--- config.mk ---
export PLATFORM = sky130hd
export DESIGN_NAME = fireboy_sprite_fetch_flat
export DESIGN_NICKNAME = d
export VERILOG_FILES = /design/src/rtl/fib_video_pkg.sv /design/src/rtl/fireboy_sprite_fetch_if.sv /design/src/rtl/fireboy_anim_ctr.sv /design/src/rtl/fireboy_sprite_fetch.sv /design/src/flat_wrapper.sv
export SDC_FILE = /design/constraint.sdc
export NUM_CORES = 1
export LEC_CHECK = 0
export CAP_MARGIN = 40
export CORE_MARGIN = 5
export CORE_UTILIZATION = 52
export DETAILED_ROUTE_END_ITERATION = 8
export PLACE_DENSITY = 0.8
export SKIP_LAST_GASP = 1
export SLEW_MARGIN = 20
export SYNTH_ARGS = -nofsm -noshare
export SYNTH_HDL_FRONTEND = slang
export SYNTH_HIERARCHICAL = 1
export SYNTH_SLANG_ARGS = --single-unit
--- constraint.sdc ---
create_clock -name Clk -period 4.8 [get_ports Clk]
set_clock_uncertainty 0.2 [all_clocks]
set_input_delay 0.96 -clock Clk [delete_from_list [all_inputs] [get_ports Clk]]
set_output_delay 0.96 -clock Clk [all_outputs]
set_load 0.02 [all_outputs]
--- src/rtl/fib_video_pkg.sv ---
// fib_video_pkg: shared video constants and types for the Fireboy sprite path.
package fib_video_pkg;
    localparam int H_VISIBLE = 640;
    localparam int V_VISIBLE = 480;
    localparam int PIPE_LAT = 2;
    typedef logic [3:0] pal_idx_t;
    localparam pal_idx_t TRANSPARENT_IDX = 4'd0;
    typedef struct packed {
        logic [9:0] x;
        logic [9:0] y;
        logic       facing;
    } sprite_pose_t;
    // 11-bit compare so a box hanging past the last column/row never wraps to 0
    function automatic logic in_span(input logic [9:0] c, input logic [9:0] p, input logic [10:0] len);
        return ({1'b0, c} >= {1'b0, p}) && ({1'b0, c} < {1'b0, p} + len);
    endfunction
endpackage

--- src/rtl/fireboy_sprite_fetch_if.sv ---
// fireboy_sprite_fetch_if: sprite ROM read port (address out, palette index back).
interface fireboy_sprite_fetch_if #(parameter int ROM_AW = 12);
    import fib_video_pkg::*;
    logic [ROM_AW-1:0] rom_addr;
    pal_idx_t          rom_data;
    modport master (output rom_addr, input rom_data);
    modport slave  (input rom_addr, output rom_data);
endinterface

--- src/rtl/fireboy_anim_ctr.sv ---
// fireboy_anim_ctr: frame-start detect and walk-animation frame counter.
module fireboy_anim_ctr #(
    parameter int NUM_FRAMES = 4,
    parameter int ANIM_DIV = 6,
    localparam int FW = $clog2(NUM_FRAMES),
    localparam int DW = $clog2(ANIM_DIV)
) (
    input  logic          Clk,
    input  logic          Reset_n,
    input  logic          frame_clk,
    input  logic          moving,
    output logic          fs,
    output logic [FW-1:0] anim_frame
);
    logic          frame_clk_q;
    logic [DW-1:0] div;
    assign fs = frame_clk & ~frame_clk_q;
    // frame 0 is the idle pose, so walking cycles through 1..NUM_FRAMES-1 only
    always_ff @(posedge Clk or negedge Reset_n) begin
        if (!Reset_n) begin
            frame_clk_q <= 1'b0;
            div         <= '0;
            anim_frame  <= '0;
        end else begin
            frame_clk_q <= frame_clk;
            if (fs) begin
                if (!moving) begin
                    div        <= '0;
                    anim_frame <= '0;
                end else if (div == DW'(ANIM_DIV - 1)) begin
                    div        <= '0;
                    anim_frame <= (anim_frame == FW'(NUM_FRAMES - 1)) ? FW'(1) : anim_frame + 1'b1;
                end else begin
                    div <= div + 1'b1;
                end
            end
        end
    end
endmodule

--- src/rtl/fireboy_sprite_fetch.sv ---
// fireboy_sprite_fetch: two-stage per-pixel sprite fetch producing is_fireboy and
// fireboy_data for the colour mapper; pose is latched once per frame.
module fireboy_sprite_fetch
    import fib_video_pkg::*;
#(
    parameter int SPRITE_W = 24,
    parameter int SPRITE_H = 32,
    parameter int NUM_FRAMES = 4,
    parameter int ANIM_DIV = 6,
    parameter int ROM_AW = 12
) (
    input  logic                          Clk,
    input  logic                          Reset_n,
    input  logic                          frame_clk,
    input  logic [9:0]                    DrawX,
    input  logic [9:0]                    DrawY,
    input  logic [9:0]                    fireboy_x,
    input  logic [9:0]                    fireboy_y,
    input  logic                          facing_left,
    input  logic                          moving,
    fireboy_sprite_fetch_if.master        rom,
    output logic                          is_fireboy,
    output logic [7:0]                    fireboy_data
);
    localparam int FW = $clog2(NUM_FRAMES);
    localparam int CW = $clog2(SPRITE_W);
    localparam int RW = $clog2(SPRITE_H);
    logic              fs;
    logic [FW-1:0]     anim_frame;
    sprite_pose_t      pose;
    logic              hit;
    logic              hit_q;
    logic [CW-1:0]     col_raw;
    logic [CW-1:0]     col;
    logic [RW-1:0]     row;
    logic [ROM_AW-1:0] addr;

    fireboy_anim_ctr #(.NUM_FRAMES(NUM_FRAMES), .ANIM_DIV(ANIM_DIV)) u_anim (
        .Clk        (Clk),
        .Reset_n    (Reset_n),
        .frame_clk  (frame_clk),
        .moving     (moving),
        .fs         (fs),
        .anim_frame (anim_frame)
    );

    always_ff @(posedge Clk or negedge Reset_n) begin
        if (!Reset_n)
            pose <= '0;
        else if (fs)
            pose <= '{x: fireboy_x, y: fireboy_y, facing: facing_left};
    end

    // offsets are only used inside the box, so truncation to sprite size is safe
    always_comb begin
        hit     = in_span(DrawX, pose.x, 11'(SPRITE_W)) && in_span(DrawY, pose.y, 11'(SPRITE_H));
        col_raw = CW'(DrawX - pose.x);
        row     = RW'(DrawY - pose.y);
        col     = pose.facing ? CW'(SPRITE_W - 1) - col_raw : col_raw;
        addr    = ROM_AW'(anim_frame) * ROM_AW'(SPRITE_W * SPRITE_H)
                + ROM_AW'(row) * ROM_AW'(SPRITE_W) + ROM_AW'(col);
    end

    always_ff @(posedge Clk or negedge Reset_n) begin
        if (!Reset_n) begin
            rom.rom_addr <= '0;
            hit_q        <= 1'b0;
            is_fireboy   <= 1'b0;
            fireboy_data <= '0;
        end else begin
            if (hit)
                rom.rom_addr <= addr;
            hit_q        <= hit;
            is_fireboy   <= hit_q;
            fireboy_data <= {4'b0, hit_q ? rom.rom_data : TRANSPARENT_IDX};
        end
    end
endmodule

--- src/flat_wrapper.sv ---
// flat-port wrapper written by rule: the top's interface ports become plain ports
module fireboy_sprite_fetch_flat import fib_video_pkg::*;
#(
    parameter int SPRITE_W = 24,
    parameter int SPRITE_H = 32,
    parameter int NUM_FRAMES = 4,
    parameter int ANIM_DIV = 6,
    parameter int ROM_AW = 12
)
  (Clk, Reset_n, frame_clk, DrawX, DrawY, fireboy_x, fireboy_y, facing_left, moving, is_fireboy, fireboy_data, rom_rom_addr, rom_rom_data);
  fireboy_sprite_fetch_if #(.ROM_AW(ROM_AW)) rom_i ();
  input  logic Clk;
  input  logic Reset_n;
  input  logic frame_clk;
  input  logic [9:0] DrawX;
  input  logic [9:0] DrawY;
  input  logic [9:0] fireboy_x;
  input  logic [9:0] fireboy_y;
  input  logic facing_left;
  input  logic moving;
  output logic is_fireboy;
  output logic [7:0] fireboy_data;
  output wire logic [$bits(rom_i.rom_addr)-1:0] rom_rom_addr;
  input wire logic [$bits(rom_i.rom_data)-1:0] rom_rom_data;
  assign rom_rom_addr = rom_i.rom_addr;
  assign rom_i.rom_data = rom_rom_data;
  fireboy_sprite_fetch #(.SPRITE_W(SPRITE_W), .SPRITE_H(SPRITE_H), .NUM_FRAMES(NUM_FRAMES), .ANIM_DIV(ANIM_DIV), .ROM_AW(ROM_AW)) u_core (.Clk(Clk), .Reset_n(Reset_n), .frame_clk(frame_clk), .DrawX(DrawX), .DrawY(DrawY), .fireboy_x(fireboy_x), .fireboy_y(fireboy_y), .facing_left(facing_left), .moving(moving), .rom(rom_i), .is_fireboy(is_fireboy), .fireboy_data(fireboy_data));
endmodule
Yosys cells after proc, flatten, opt, wreduce, memory -nomap -nowiden
Cells that the tools add are included.
{"block": "op_classes", "add_sub_neg": 9, "n_mul": 2, "n_lt_le_gt_ge": 4, "n_eq_ne": 3, "mux": 7, "n_bitwise": 2, "n_reduce_logical": 4}
{"op": "$lt A10 B11 Y1", "n": 2}
{"op": "$ge A10 B10 Y1", "n": 2}
{"op": "$add A12 B10 Y12", "n": 1}
{"op": "$add A12 B5 Y12", "n": 1}
{"op": "$add A10 B5 Y11 const B", "n": 1}
{"op": "$add A10 B6 Y11 const B", "n": 1}
{"op": "$sub A5 B5 Y5", "n": 2}
{"op": "$mul A5 B2 Y7 const B", "n": 1}
{"op": "$mux W2", "n": 3}
{"op": "$mux W3", "n": 2}
{"op": "$mux W5", "n": 1}
{"op": "$sub A5 B5 Y5 const A", "n": 1}
{"op": "$mul A2 B2 Y4 const B", "n": 1}
{"op": "$mux W4", "n": 1}
{"op": "$add A3 B1 Y3 const B", "n": 1}
{"op": "$eq A3 B3 Y1 const B", "n": 1}
{"op": "$logic_and A1 B1 Y1", "n": 3}
{"op": "$add A2 B1 Y2 const B", "n": 1}
{"op": "$eq A2 B2 Y1 const B", "n": 1}
{"op": "$ne A2 B1 Y1 const B", "n": 1}
{"op": "$reduce_and A2 Y1", "n": 1}
{"op": "$and A1 B1 Y1", "n": 1}
{"op": "$not A1 Y1", "n": 1}
{"block": "word_totals", "ff_bits": 45, "input_bits": 49, "word_cells": 41}

Longest topological paths before layout
{"block": "logic_depth", "depth_word": 4, "ltp_mapped": 17, "depth_no_buf": 17}

Cells and area by module
Netlist, hierarchy kept.
{"mod": "fireboy_sprite_fetch", "n_inst": 1, "cells_per_inst": 305, "area_per_inst_um2": 2962.8, "seq_area_each_um2": 975.9}
{"mod": "fireboy_anim_ctr", "n_inst": 1, "cells_per_inst": 28, "area_per_inst_um2": 292.8, "seq_area_each_um2": 150.1}

Worst setup path after synthesis
No wires, ideal clock.
{"block": "synth_path", "path_kind": "input to register", "from": "in DrawX[0]", "to": "reg u_core.rom.rom_addr[9]", "setup_ns": 0.125, "arrival_ns": 3.657, "required_ns": 4.475, "slack_ns": 0.818, "cell_stages": 14, "path_cell_list": "inv_1 -> ha_1 -> inv_1 -> fa_1 -> a21o_1 -> a21oi_1 -> xnor2_1 -> xnor2_1 -> inv_1 -> fa_1 -> nor3_1 -> a31oi_1 -> xnor2_1 -> mux2_4"}
{"block": "synth_between", "elab_chain_len": 4, "word_cells_on_any_way": 8}
{"element": "start: declaration", "line_no": "flat_wrapper.sv:15", "source": "input logic [9:0] DrawX;"}
{"element": "$sub A5 B5 Y5", "line_no": "fireboy_sprite_fetch.sv:57", "source": "col_raw = CW'(DrawX - pose.x);"}
{"element": "$sub A5 B5 Y5", "line_no": "fireboy_sprite_fetch.sv:59", "source": "col = pose.facing ? CW'(SPRITE_W - 1) - col_raw : col_raw;"}
{"element": "$mux W5", "line_no": "fireboy_sprite_fetch.sv:59"}
{"element": "$add A12 B5 Y12", "line_no": "fireboy_sprite_fetch.sv:61", "source": "+ ROM_AW'(row) * ROM_AW'(SPRITE_W) + ROM_AW'(col);"}
{"element": "end signal: assignment", "line_no": "fireboy_sprite_fetch.sv:72", "source": "rom.rom_addr <= addr;"}
{"element": "end: declaration", "line_no": "fireboy_sprite_fetch_if.sv:6", "source": "modport master (output rom_addr, input rom_data);"}
Several ways; a longest one is shown, not always the timed one.
A chain may end at the register's enable or synchronous reset.

Worst setup path after layout
{"block": "layout_path", "from": "in DrawY[1]", "to": "reg u_core.rom.rom_addr[10]"}
{"block": "layout_between", "elab_chain_len": 4, "word_cells_on_any_way": 8}
{"element": "start: declaration", "line_no": "flat_wrapper.sv:16", "source": "input logic [9:0] DrawY;"}
{"element": "$sub A5 B5 Y5", "line_no": "fireboy_sprite_fetch.sv:58", "source": "row = RW'(DrawY - pose.y);"}
{"element": "$mul A5 B2 Y7", "line_no": "fireboy_sprite_fetch.sv:61"}
{"element": "$add A12 B10 Y12", "line_no": "fireboy_sprite_fetch.sv:61"}
{"element": "$add A12 B5 Y12", "line_no": "fireboy_sprite_fetch.sv:61"}
Several ways; a longest one is shown, not always the timed one.

==> flow_summary.toml <==
[run_status]
status = "completed"

[clocking]
cts.htree.levels = 2
ctsHoldBuffers = 0
cts_resized = 0
clock_latency_ps = 300
clk_pin_slew_ps = 90
cts_tree = "built"
numClockSinks = 45
cts_setup_buffers = 0
cts_root_buf = "clkbuf_8"
cts_buffers = 5
cts_buffer_depth = 2

[finish]
final_common_cell = "clkdlybuf4s50_1"
diodes = 0
final_cell_mix = "64 x clkdlybuf4s50_1, 45 x ha_1, 45 x dfrtp_1"
fin_nets = 499
syn2layout_area_growth_pct = 25.86
fillers = 479
drive_gt1_share_pct = 8.706

[sta]
worst_pin_slew_ps = 564.8
fin_setup_tns_ps = 0
drv_slew = 0
slew_headroom_pct = 62.26
setup_viol = 0
holdWs_ps = 223.3
rsz0062_at_grt = "false"
min_period_over_period_pct = 93.33
final.min_clock_period_ps = 4480
hold_violations = 0
fmax_ghz = 0.2232

[worst_setup_path]
worstPathArrival_ps = 4460
max_stage_delay_ps = 420
required_ps = 4780
critPathKind = "in2reg"
crit_fanout = 5
cp-end-kind = "flop"
cpMaxStageDelayCell = "clkdlybuf4s50_1"
startpoint_type = "input pin"
crit_path_cell_trace = "clkdlybuf4s50_1, ha_1, nor2b_1, o31ai_1, a21boi_0, ha_1, a21oi_1, nor2_1, a21o_1, ha_1, nand2_1, nand2_1, a41oi_1, xnor2_1, mux2_4"
cpMostUsedCell = "ha_1"

[detailed_routing]
num_vias = 2515
routed_wl_mm = 6.638
m1WireLength_mm = 2.832
drt_iter0_drc = 84
wl_met3_um = 455
top_layer_used = "met4"
via_per_inst = 5.273
wire_per_inst_um = 13.92
final_antenna_net_count = 0
drcViolationCount = 0
dr_wl_met2_mm = 3.297
first_pass_iters = 4

[placed_design]
routabilityCongestion = 0.8455
port_buffers = 65
dp_hpwl_mm = 5.468

[grt]
grt_pass1_vias = 2597
grt_max_degree = 45
grt-ovfl-total = 0
grt_usage_pct = 17.92
grt_pass1_wl_mm = 11.28
antenna_found_initial = 0

[yosys]
ys_ff_latch = 45
synth_cell_types = 52
synth_area_leaders = "dfrtp_1 35%, ha_1 17%, xnor2_1 5.4%"
synth_edf_count = 0
avgSynthCellArea_um2 = 9.777
yosys.area_share.simple_pct = 11.95
synth_mux_area_share_pct = 6.072
synth_top_family_by_area = "adder cells"
yosys_most_used_dff = "dfrtp_1"
yosysWarnings = 6
synthAdderAreaFrac_pct = 19.75
synth_top_area_share_pct = 34.59
synth_top_area_cell = "dfrtp_1"
synth_compound_area_share_pct = 13.80
synth_xor_area_share_pct = 6.995
netlist_area_um2 = 3256
synth_async_sr_flop_share_pct = 100.0
syn_inst = 333
yosysSeqAreaShare_pct = 34.59

[floorplanning]
die_area_um2 = 7943
fp.dieW_um = 89.13
die_y_um = 89.13
initial_core_util_pct = 54.34
io_pins = 70
rows = 28
core_um2 = 5991

[power_and_ir_drop]
p_leak_uw = 0.001939
cellPowerDensity_nw_per_um2 = 434.6
ir_worst_vdd_v = 0.0003084

[job]
cap_violations = 0

[hold_path]
min_path_type = "reg2reg"
[registers in the layout, indices dropped and copies added (netlist names)]
| register | cells |
|---|---|
| u_core/u_anim/frame_clk_q | 1 |
| u_core/hit_q | 1 |
| u_core/is_fireboy | 1 |
| u_core/u_anim/div | 3 |
| u_core/u_anim/anim_frame | 2 |
| u_core/rom.rom_addr | 12 |
| u_core/pose | 21 |
| u_core/fireboy_data | 4 |
[per-stage QoR]
stage / cell area [um2] / worst slack [ps] / cells / util (%) / power, uW
3_3_place_gp: 3958 / 256.2 / 468 / 66.06 / 1448
3_5_place_dp: 3978 / 42.60 / 469 / 66.40 / 1490
6_report: 4098 / 320.2 / 477 / 68.40 / 1781
4_1_cts: 4098 / 340.3 / 477 / 68.40 / 1802
2_1_floorplan: 3267 / 818.2 / 336 / - / 1192
5_1_grt: 4098 / 68.16 / 477 / 68.40 / 1936
[layer usage]
metal  global-route usage [%]  up-vias
met5                        0        -
met4                    4.601        0
met3                    3.779        6
met2                    32.69       61
met1                    21.33     1172
li1                         -     1276
[worst max-delay path, delay by kind of cell]
kind	cells	cell delay (ps)
AO/OA/AOI/OAI	5	1340
XOR/XNOR	1	90
adder cells (fa/ha/maj)	3	990
buffers and inverters	1	420
multiplexers	1	260
AND/OR/NAND/NOR	4	390
[report_power, final]
| part | switching [uW] | leakage, uW | internal (uW) |
|---|---|---|---|
| combinational | 474 | 0.00132 | 484 |
| sequential | 54.8 | 0.000556 | 464 |
| clock | 134 | 0.0000574 | 169 |
| total | 663 | 0.00194 | 1120 |
[synthesized netlist by cell type (2+ instances only)]
library cell	count
dfrtp_1	45
ha_1	45
inv_1	41
nand2_1	27
o21ai_0	26
xnor2_1	20
a21oi_1	13
nor2_1	10
mux2_4	8
a21o_1	7
mux2_2	6
nand3_1	6
xor2_1	6
nor3_1	5
and2_1	4
buf_4	4
clkbuf_1	4
fa_1	4
nand3b_1	4
nand4_1	4
a211oi_1	3
a31oi_1	3
a21o_2	2
nand2b_1	2
nand4b_1	2
nor2b_1	2
o2111ai_1	2
o21a_1	2
o21ai_1	2
or3_1	2
[final timing paths]
check,slack (ps),startpoint,endpoint,cells past startpoint
max in group asynchronous,3530,Reset_n,u_core/u_anim/div[0],2
min in group asynchronous,370,Reset_n,u_core/pose[20],1
setup reg to reg,990,u_core/pose[2],u_core/rom.rom_addr[10],15
hold / removal,220,u_core/hit_q,u_core/is_fireboy,0
setup / recovery,320,DrawY[1],u_core/rom.rom_addr[10],15
hold reg to reg,220,u_core/hit_q,u_core/is_fireboy,0
[kinds of logic after synthesis]
family / after synthesis
multiplexers: 15
XOR/XNOR: 26
AO/OA/AOI/OAI: 72
flip-flops: 45
AND/OR/NAND/NOR: 74
other: 1
buffers and inverters: 51
adder cells (fa/ha/maj): 49
[cell type report]
| cell class | count | area [um2] | share of cell area, % |
|---|---|---|---|
| Timing Repair Buffer | 67 | 673.1 | 16.43 |
| Clock buffer | 6 | 82.58 | 2.015 |
| Multi-Input combinational cell | 240 | 1922 | 46.90 |
| Inverter | 42 | 162.7 | 3.969 |
| Sequential cell | 45 | 1126 | 27.48 |
| Clock inverter | 2 | 37.54 | 0.9160 |
| Tap cell | 75 | 93.84 | 2.290 |
Power figures use the tool's default switching activity.
